<file path="src/rtl/rotary_ctrl_pkg.sv">
// Shared types and elaboration helpers for the rotary setpoint controller.
package rotary_ctrl_pkg;

    typedef enum logic [1:0] {
        IDLE   = 2'd0,
        SETTLE = 2'd1,
        REQ    = 2'd2
    } state_e;

    // Number of distinct values in the inclusive range [min_val, max_val].
    function automatic int span(input int min_val, input int max_val);
        return max_val - min_val + 1;
    endfunction

    // Bits needed for a counter that must hold max_count (never less than 1).
    function automatic int cnt_w(input int max_count);
        return (max_count < 1) ? 1 : $clog2(max_count + 1);
    endfunction

endpackage

</file>
<file path="src/rtl/rotary_step_calc.sv">
// Combinational next-value calculation: one step up or down with clamp or wrap.
module rotary_step_calc
    import rotary_ctrl_pkg::*;
#(
    parameter int VALUE_W = 8,
    parameter int MIN_VAL = 0,
    parameter int MAX_VAL = 99,
    parameter int WRAP    = 0
) (
    input  logic [VALUE_W-1:0] value_i,
    input  logic               dir_i,
    input  logic [VALUE_W-1:0] step_i,
    output logic [VALUE_W-1:0] next_o
);

    // One extra bit keeps value+step and min+step free of overflow.
    localparam int XW = VALUE_W + 1;
    localparam logic [XW-1:0] MIN_X  = XW'(MIN_VAL);
    localparam logic [XW-1:0] MAX_X  = XW'(MAX_VAL);
    localparam logic [XW-1:0] SPAN_X = XW'(span(MIN_VAL, MAX_VAL));

    logic [XW-1:0] val_x;
    logic [XW-1:0] step_x;
    logic [XW-1:0] sum_x;
    logic [XW-1:0] floor_x;
    logic [XW-1:0] res_x;

    // NOTE: every variable driven here gets a default first, so no path leaves one unassigned and no latch is inferred.
    always_comb begin
        val_x   = {1'b0, value_i};
        step_x  = {1'b0, step_i};
        sum_x   = val_x + step_x;
        floor_x = MIN_X + step_x;
        res_x   = val_x;
        if (dir_i) begin
            if (sum_x > MAX_X) begin
                res_x = (WRAP != 0) ? (sum_x - SPAN_X) : MAX_X;
            end else begin
                res_x = sum_x;
            end
        end else begin
            if (val_x < floor_x) begin
                res_x = (WRAP != 0) ? (val_x + SPAN_X - step_x) : MIN_X;
            end else begin
                res_x = val_x - step_x;
            end
        end
        next_o = VALUE_W'(res_x);
    end

endmodule

</file>
<file path="src/rtl/rotary_value_ctrl.sv">
// Bounded setpoint driven by encoder pulses, with one display update per settled change.
// Build option ROTARY_VALUE_CTRL_ACCEL_EN: larger steps while the encoder is rotated quickly.
module rotary_value_ctrl
    import rotary_ctrl_pkg::*;
#(
    parameter int VALUE_W       = 8,
    parameter int MIN_VAL       = 0,
    parameter int MAX_VAL       = 99,
    parameter int RESET_VAL     = 50,
    parameter int WRAP          = 0,
    parameter int SETTLE_CYCLES = 1000,
    parameter int ACCEL_WINDOW  = 5000,
    parameter int ACCEL_STEP    = 5
) (
    input  logic               clk,
    input  logic               rst,
    input  logic               inc_pulse,
    input  logic               dec_pulse,
    output logic [VALUE_W-1:0] value,
    output logic               upd_req,
    output logic [VALUE_W-1:0] upd_value,
    input  logic               upd_ack,
    output logic               dirty
);

    localparam int CNT_W = cnt_w(SETTLE_CYCLES - 1);
    localparam logic [CNT_W-1:0]   CNT_LAST = CNT_W'(SETTLE_CYCLES - 1);
    localparam logic [VALUE_W-1:0] VAL_RST  = VALUE_W'(RESET_VAL);

    state_e             state_q;
    logic [VALUE_W-1:0] value_q;
    logic [VALUE_W-1:0] value_d;
    logic [VALUE_W-1:0] upd_value_q;
    logic               upd_req_q;
    logic               dirty_q;
    logic               acked_q;
    logic [CNT_W-1:0]   cnt_q;

    logic               pulse_up;
    logic               pulse_any;
    logic               changed;
    logic [VALUE_W-1:0] step;
    logic [VALUE_W-1:0] calc_next;

    // Simultaneous inc and dec cancel and are treated as no pulse at all.
    assign pulse_up  = inc_pulse & ~dec_pulse;
    assign pulse_any = inc_pulse ^ dec_pulse;

`ifdef ROTARY_VALUE_CTRL_ACCEL_EN
    localparam int GAP_W = cnt_w(ACCEL_WINDOW);
    localparam logic [GAP_W-1:0] GAP_SAT = GAP_W'(ACCEL_WINDOW);

    logic [GAP_W-1:0] gap_q;

    // Starts saturated so the first pulse after reset is always a single step.
    always_ff @(posedge clk or posedge rst) begin
        if (rst) begin
            gap_q <= GAP_SAT;
        end else if (pulse_any) begin
            gap_q <= '0;
        end else if (gap_q < GAP_SAT) begin
            gap_q <= gap_q + GAP_W'(1);
        end
    end

    assign step = (gap_q < GAP_SAT) ? VALUE_W'(ACCEL_STEP) : VALUE_W'(1);
`else
    logic unused_accel;
    assign unused_accel = ^{32'(ACCEL_WINDOW), 32'(ACCEL_STEP)};
    assign step = VALUE_W'(1);
`endif

    rotary_step_calc #(
        .VALUE_W (VALUE_W),
        .MIN_VAL (MIN_VAL),
        .MAX_VAL (MAX_VAL),
        .WRAP    (WRAP)
    ) u_step_calc (
        .value_i (value_q),
        .dir_i   (pulse_up),
        .step_i  (step),
        .next_o  (calc_next)
    );

    always_comb begin
        value_d = value_q;
        changed = 1'b0;
        if (pulse_any) begin
            value_d = calc_next;
            changed = (calc_next != value_q);
        end
    end

    // NOTE: sequential state uses non-blocking assignments only, so every register samples pre-edge values.
    always_ff @(posedge clk or posedge rst) begin
        if (rst) begin
            state_q     <= SETTLE;
            value_q     <= VAL_RST;
            upd_value_q <= VAL_RST;
            upd_req_q   <= 1'b0;
            dirty_q     <= 1'b1;
            acked_q     <= 1'b0;
            cnt_q       <= '0;
        end else begin
            value_q <= value_d;
            case (state_q)
                IDLE: begin
                    if (changed) begin
                        dirty_q <= 1'b1;
                        cnt_q   <= '0;
                        state_q <= SETTLE;
                    end
                end
                SETTLE: begin
                    if (changed) begin
                        dirty_q <= 1'b1;
                        cnt_q   <= '0;
                    end else if (cnt_q == CNT_LAST) begin
                        dirty_q <= 1'b0;
                        cnt_q   <= '0;
                        // Changes that cancelled back to the displayed value need no update.
                        if (acked_q && (value_q == upd_value_q)) begin
                            state_q <= IDLE;
                        end else begin
                            upd_value_q <= value_q;
                            upd_req_q   <= 1'b1;
                            state_q     <= REQ;
                        end
                    end else begin
                        cnt_q <= cnt_q + CNT_W'(1);
                    end
                end
                REQ: begin
                    if (changed) begin
                        dirty_q <= 1'b1;
                    end
                    if (upd_ack) begin
                        upd_req_q <= 1'b0;
                        acked_q   <= 1'b1;
                        cnt_q     <= '0;
                        state_q   <= (dirty_q || changed) ? SETTLE : IDLE;
                    end
                end
                default: begin
                    state_q <= IDLE;
                end
            endcase
        end
    end

    assign value     = value_q;
    assign upd_req   = upd_req_q;
    assign upd_value = upd_value_q;
    assign dirty     = dirty_q;

endmodule

</file>
<file path="config.mk">
export PLATFORM = sky130hd
export DESIGN_NAME = rotary_value_ctrl
export DESIGN_NICKNAME = d
export VERILOG_FILES = /design/src/rtl/rotary_ctrl_pkg.sv /design/src/rtl/rotary_step_calc.sv /design/src/rtl/rotary_value_ctrl.sv
export SDC_FILE = /design/constraint.sdc
export NUM_CORES = 1
export LEC_CHECK = 0
export ABC_CLOCK_PERIOD_IN_PS = 2900
export CORE_ASPECT_RATIO = 0.75
export CORE_MARGIN = 5
export CORE_UTILIZATION = 35
export CTS_BUF_LIST = sky130_fd_sc_hd__clkbuf_16
export CTS_CLUSTER_SIZE = 30
export DETAILED_ROUTE_END_ITERATION = 10
export GPL_TIMING_DRIVEN = 0
export PLACE_DENSITY_LB_ADDON = 0.1
export SETUP_SLACK_MARGIN = 0.05
export SYNTH_ARGS = -nofsm -noshare
export SYNTH_HDL_FRONTEND = slang
export SYNTH_SLANG_ARGS = --single-unit
</file>
<file path="constraint.sdc">
create_clock -name clk -period 2.9 [get_ports clk]
set_input_delay 0.58 -clock clk [delete_from_list [all_inputs] [get_ports clk]]
set_output_delay 0.58 -clock clk [all_outputs]
set_load 0.02 [all_outputs]
</file>
==> impl_results.md, run 1 <==
- Largest net degree at the start of global routing: 32
- Min-Delay Path Class: reg2reg
- Fmax: roughly 350 MHz
- Library cells used by synthesis: slightly below 50
- Share of layout cells above drive strength 1: 0.354
- Die height: ~77 um
- Worst Path Buf+Inv: 3
- Die area: between 7000 and 8000 um2
- Clock buffer depth: 2
- Post-Syn Instances: 240
- Core area: 5830 um2
- GPL Wtd Cong: 0.832
- Remaining DRCs: 0
- Total Routing Usage GR: 0.162
- Ys async rst share: 1.00
- CTS root buf: clkbuf_16
- Worst VDD drop: ~0.00038 V
- Global route overflow: 0
- WL per Instance: 16.1 um
- Flops & latches, synth: 31
- Worst EP arrival: a little over 3 ns
- Crit Path Max Fanout: 8
- Hold buffers post-CTS: 0
- First-pass detailed-route iteration total: 4
- Row count: 24
- Crit start category: flip-flop
- IO buf count: 22
- Layout area overhead: 48.5%
- ANT nets after route: 0
- Syn nets: 250
- Clk sinks: 31
- Via density: around 5.5
- TritonCTS Buffers: 5
- Status: finished, final reports clean
- Initial antenna violation count: 0
- Worst-path clk slew: 0.05 ns
- Pwr/cell area: around 870 nW/um2
- Slew headroom: 0.639
- CTS tree: yes
- Fin crit share: 0.993
- Min cycle time layout: approximately 2.9 ns
- Final slew viol count: 0
- RSZ-0062 raised after global routing: yes
- Syn Std Cell Area: between 2000 and 2500 um2
- Nets@finish: around 310
- I/O pin count: 23
- Initial DRC Count: about 170
- Via count: just over 2,000
- Worst-margin pin slew: 0.541 ns
- Syn avg cell area: a little under 9 um2
- DP HPWL: 3910 um
- Vias in the first global route: 1,910
- Post-synth EDFFs: 0
- Starting density of the core: 0.363
- First-pass GRT wire length: between 10,000 and 15,000 um
- CP Data Required Time: ~3.1 ns
- Leakage: around 0.0013 uW
- Final clock skew: around 0.0025 ns
- Main synth FF type: dfrtp_1
- H-tree Lvls: 2
- Final Hold Vio Count: 0
- Worst setup EP type: flip-flop
- Final Power: around 2700 uW
- Sequential area share after synthesis: 0.372
- # diodes: 0
- Yosys warning count: 0
- Placed cell area: 2510 um2
- Max-cap viol count: 0
- Worst path max stage delay: ~0.54 ns
- Final setup fails: 0
- Worst skew pair latency: approximately 0.27 ns
- Final instance area: around 3100 um2
- Cell Chain, Critical Path: and3_4, buf_6, nand4_1, mux2_4, a21oi_4, mux2_4, a41oi_4, buf_6, nor4_4, buf_6, mux2_4
- Crit Path Category: reg2reg
- Worst path top cell family by delay: multiplexers
- Routed wire length: ~6000 um
- CP max-delay cell: dfstp_2
- Chip width: approximately 100 um
-- sequential cells by signal, summed over array words and instances, names as in the netlist --
register and cells:
cnt_q 10, value 8, upd_value 8, upd_req 1, dirty 1, state_q 2, acked_q 1
-- synth_stat cells (all sizes together) (2+ instances only) --
library cell / count / area, um2
a211o: 2 / 17.5
nor4: 9 / 71.3
nand2: 20 / 75.1
nand2b: 8 / 50.1
o31ai: 5 / 42.5
nor2b: 3 / 18.8
nand3: 13 / 65.1
o22ai: 2 / 12.5
dfrtp: 23 / 576
dfstp: 8 / 210
and2: 4 / 25.0
a21oi: 12 / 60.1
mux2: 11 / 124
a2111oi: 3 / 26.3
ha: 5 / 62.6
nor3b: 2 / 15.0
o21a: 3 / 22.5
buf: 5 / 22.5
xor2: 9 / 78.8
nor3: 11 / 55.1
nor2: 19 / 71.3
inv: 5 / 18.8
a221o: 6 / 60.1
nand4: 5 / 31.3
and3: 4 / 25.0
o21ai: 11 / 55.1
a31oi: 2 / 12.5
clkbuf: 12 / 45.0
-- worst reg2reg max path, cell delays in order, from the launching register on --
cell     delay [ns]
dfstp_2        0.54
and3_4         0.18
buf_6          0.10
nand4_1        0.11
mux2_4         0.38
a21oi_4        0.17
mux2_4         0.33
a41oi_4        0.29
buf_6          0.16
nor4_4         0.04
buf_6          0.17
mux2_4         0.30
-- cell usage in the layout (no fill, tap or decap), drive strengths merged, types with 2 or more instances in the layout --
cell	Yosys	routed
a31oi	2	2
buf	5	36
nand3	13	13
nor3	11	11
nand4	5	5
nand2	20	20
clkinv	1	4
and2	4	4
nor2b	3	3
nand2b	8	8
clkdlybuf4s50	0	20
dlygate4sd2	0	2
o31ai	5	5
xor2	9	9
o22ai	2	2
clkbuf	12	13
o21a	3	3
a211o	2	2
dfstp	8	8
ha	5	5
dfrtp	23	23
nor2	19	19
a2111oi	3	3
a21oi	12	12
nor4	9	9
and3	4	4
inv	5	5
nor3b	2	2
mux2	11	11
a221o	6	6
o21ai	11	11
-- power by group --
part / internal (uW) / leakage [uW] / switching, uW / total, uW
Clock: 313 / 0.0000733 / 189 / 502
Combinational: 757 / 0.000860 / 857 / 1610
Sequential: 517 / 0.000391 / 97.5 / 614
-- routing by layer --
metal | up-vias | wire [um] | track usage
met3 | 7 | 349 | 0.0363
li1 | 1013 | - | -
met2 | 53 | 2490 | 0.224
met1 | 998 | 3160 | 0.251
met5 | - | 0 | 0
met4 | 0 | 43 | 0.0368
-- metrics by stage --
stage | setup WS, ns | hold WS (ns) | TNS [ns] | util | std cells
floorplan | -0.0200 | 0.434 | -0.0801 | - | 240
global placement | -0.832 | 0.458 | -12.68 | 0.431 | 340
detailed placement | -0.827 | 0.469 | -12.59 | 0.431 | 340
CTS | 0.0500 | 0.482 | 0 | 0.497 | 359
global route | -0.134 | 0.524 | -1.44 | 0.539 | 375
finish | 0.0204 | 0.474 | 0 | 0.539 | 375
-- final timing paths --
check / startpoint / endpoint / slack [ns] / cells after the start
hold / removal: acked_q / acked_q / 0.47 / 1
min in group asynchronous: rst / cnt_q[0] / 0.66 / 2
max in group asynchronous: rst / upd_value[1] / 1.67 / 3
setup reg to reg: value[4] / upd_value[6] / 0.02 / 11
hold reg to reg: acked_q / acked_q / 0.47 / 1
setup / recovery: value[4] / upd_value[6] / 0.02 / 11
-- cell type report --
cell class / count / area (um2)
timing repair buffer: 50 / 475
sequential: 31 / 788
clock inverter: 3 / 15.0
tap: 78 / 97.6
clock buffer: 5 / 125
multi-input combinational: 186 / 1460
fill: 528 / 2690
inverter: 6 / 40.0
buffer: 16 / 133
-- timing repair --
item	CTS	global route
pin swaps	14	11
buffers inserted	11	16
endpoints found under the setup margin	20	17
resized for setup	43	30
-- cells by family (layout without fill, tap and decap cells) --
logic type               count (synthesis)  in the layout  share of synthesized area
AND/OR/NAND/NOR                        104            104                      0.259
AO/OA/AOI/OAI                           56             56                      0.197
flip-flops                              31             31                      0.372
buffers and inverters                   23             80                     0.0426
multiplexers                            11             11                     0.0586
XOR/XNOR                                10             10                     0.0414
adder cells (fa/ha/maj)                  5              5                     0.0296
Power figures use the tool's default switching activity.
==> inputs of run 2 (changes only) <==
--- a/config.mk
+++ b/config.mk
@@ -5,7 +5,6 @@
 export SDC_FILE = /design/constraint.sdc
 export NUM_CORES = 1
 export LEC_CHECK = 0
-export ABC_CLOCK_PERIOD_IN_PS = 2900
 export CORE_ASPECT_RATIO = 0.75
 export CORE_MARGIN = 5
 export CORE_UTILIZATION = 35
==> results of run 2 <==
Final layout, timing and power as in run 1 (identical DEF).
==> inputs of run 3 (changes only) <==
--- a/config.mk
+++ b/config.mk
@@ -13,7 +13,7 @@
 export DETAILED_ROUTE_END_ITERATION = 10
 export GPL_TIMING_DRIVEN = 0
 export PLACE_DENSITY_LB_ADDON = 0.1
-export SETUP_SLACK_MARGIN = 0.05
+export SETUP_SLACK_MARGIN = 0.2
 export SYNTH_ARGS = -nofsm -noshare
 export SYNTH_HDL_FRONTEND = slang
 export SYNTH_SLANG_ARGS = --single-unit
==> run 3 against run 2 <==
  * Register-to-register slack better by 0.03 ns
  * First-iteration DRC count grew 5.4%
  * Final area is 2.2% lower
  * Critical path depth shrank 1
  * Clock power shrank 3%
  * Worst hold slack hardly changed
  * Global-route usage is 0.17 points higher
  * Critical path type unchanged
  * Critical endpoint is now cnt_q[8]
==> impl_results.md, run 3 (same netlist as run 1, synthesis figures left out) <==
- Crit Path Max Fanout: 8
- GPL Wtd Cong: 0.873
- Pwr/cell area: about 870 nW/um2
- Fin crit share: 0.984
- Nets@finish: just under 300
- Row count: 24
- Max reg flops: 10
- Reg2reg start: value[1]
- CTS tree: yes
- Fmax: 350 MHz
- Min cycle time layout: 2.85 ns
- Routed wire length: 6160 um
- Crit path from: value[1]
- First-pass detailed-route iteration total: 4
- Worst setup EP type: flip-flop
- Via count: just over 2,000
- Min-delay src: acked_q
- Post-layout util: 0.527
- CTS root buf: clkbuf_16
- Switch share: 0.425
- RR Endpoint: cnt_q[8]
- H-tree Lvls: 2
- TritonCTS Buffers: 5
- Worst skew pair latency: approximately 0.28 ns
- Initial DRC Count: between 150 and 200
- Die area: a little under 8000 um2
- Hold Crit Endpoint: acked_q
- Largest net degree at the start of global routing: 32
- ANT nets after route: 0
- Core area: about 5800 um2
- Most frequent cells in the layout: dfrtp_1, clkdlybuf4s50_1, nor2_1, nand2_1, buf_4
- Hold slack: 0.474 ns
- R2R Setup Slk: 0.05 ns
- Vias in the first global route: roughly 2,000
- Crit start category: flip-flop
- Cell Chain, Critical Path: and2_4, buf_8, nand4_1, mux2_4, a21oi_4, mux2_4, a41oi_4, buf_6, o31ai_4, a221o_1
- Starting density of the core: 0.363
- Worst path max stage delay: slightly above 0.6 ns
- Final slew viol count: 0
- Clk sinks: 31
- Status: finished, final reports clean
- Leakage: between 0.001 and 0.0015 uW
- Hold buffers post-CTS: 0
- Psw: approximately 1100 uW
- Share of layout cells above drive strength 1: 0.304
- Max-cap viol count: 0
- Final Hold Vio Count: 0
- Worst VDD drop: ~0.0004 V
- Pint: about 1500 uW
- Crit Path Category: reg2reg
- Chip width: roughly 100 um
- Remaining DRCs: 0
- DP HPWL: 4120 um
- WHS Path Cells: 1
- Comb power frac: 0.585
- CP Data Required Time: 3.05 ns
- Flop pwr share: 0.231
- Final setup fails: 0
- CP max-delay cell: dfstp_2
- Global route overflow: 0
- Worst EP arrival: 3.01 ns
- Final clock skew: approximately 0.0074 ns
- Initial antenna violation count: 0
- Worst-margin pin slew: roughly 0.54 ns
- # diodes: 0
- Clock buffer depth: 2
- Clk pwr share: 0.184
- Layout area overhead: 45.2%
- IO buf count: 22
- Die height: slightly below 80 um
- Most flops, register: cnt_q
- WL per Instance: around 17 um
- Via density: around 5.6
- Most common cell after layout, fill and taps aside: dfrtp_1
- Most Frequent Cell on Critical Path: mux2_4
- Slew headroom: 0.637
- First-pass GRT wire length: 10,200 um
- Worst Reg-to-Reg Cells: 10
- Min-Delay Path Class: reg2reg
- I/O pin count: 23
- RSZ-0062 raised after global routing: yes
- Total Routing Usage GR: 0.164
- Worst-path clk slew: approximately 0.050 ns
## run 3: changes by cell type in the layout (fill, tap and decap cells not counted), moves of 2 or more
cell and change:
buf_4 -6, buf_6 -3, a21oi_1 +2, a21oi_2 -2, buf_2 +2, clkinv_2 -2
mux2_2 -2, mux2_4 +2, nor2_2 -2, nor3_1 +2, nor3_2 -2
## run 3: stage by stage
step	TNS (ns)	setup WS [ns]	total power [uW]	instances	area, um2
after floorplan	-0.0801	-0.0200	1420	240	2190
after global placement	-12.95	-0.842	1750	340	2510
after detailed placement	-13.09	-0.843	1750	340	2510
after CTS	0	0.0552	2440	360	2890
after global routing	-0.459	-0.0688	2830	367	3070
final	0	0.0468	2660	367	3070
## run 3: layout make-up
cell class | count | area [um2]
Timing Repair Buffer | 41 | 392
Inverter | 6 | 41.3
Clock inverter | 3 | 12.5
Buffer | 17 | 140
Tap cell | 78 | 97.6
Clock buffer | 5 | 125
Fill cell | 568 | 2760
Multi-Input combinational cell | 186 | 1470
Sequential cell | 31 | 787
## run 3: how the worst max path moves through the flow
| stage | to | slack [ns] | cells after the start |
|---|---|---|---|
| floorplan | upd_value[0] | -0.02 | 10 |
| global placement | upd_value[6] | -0.84 | 12 |
| detailed placement | upd_value[0] | -0.84 | 12 |
| CTS | cnt_q[6] | 0.06 | 10 |
| global route | cnt_q[6] | -0.07 | 10 |
| finish | cnt_q[8] | 0.05 | 10 |
## run 3: per-layer routing
layer	vias up	GRT usage	routed length, um
li1	987	-	-
met1	990	0.256	3250
met2	59	0.222	2510
met3	4	0.0345	363
met4	0	0.0437	36
met5	-	0	0
## run 3: critical path: cells and delay by family (launching register included)
family                 cells  cell delay (ns)
AO/OA/AOI/OAI              4             0.83
multiplexers               2             0.72
flip-flops                 1             0.61
AND/OR/NAND/NOR            2             0.29
buffers and inverters      2             0.28
## run 3: what timing repair did
item                                    in CTS  in global routing
buffers inserted                            12                  6
endpoints found under the hold margin        0                  0
gates resized for setup                     40                 27
pin swaps                                   14                  6
endpoints found under the setup margin      22                 22
## run 3: power by group through the flow
| stage | clock, uW | combinational, uW | sequential [uW] |
|---|---|---|---|
| after floorplan | 0 | 770 | 649 |
| after global placement | 0 | 1140 | 609 |
| after detailed placement | 0 | 1140 | 610 |
| after CTS | 497 | 1340 | 602 |
| after global routing | 524 | 1680 | 632 |
| final | 489 | 1560 | 616 |
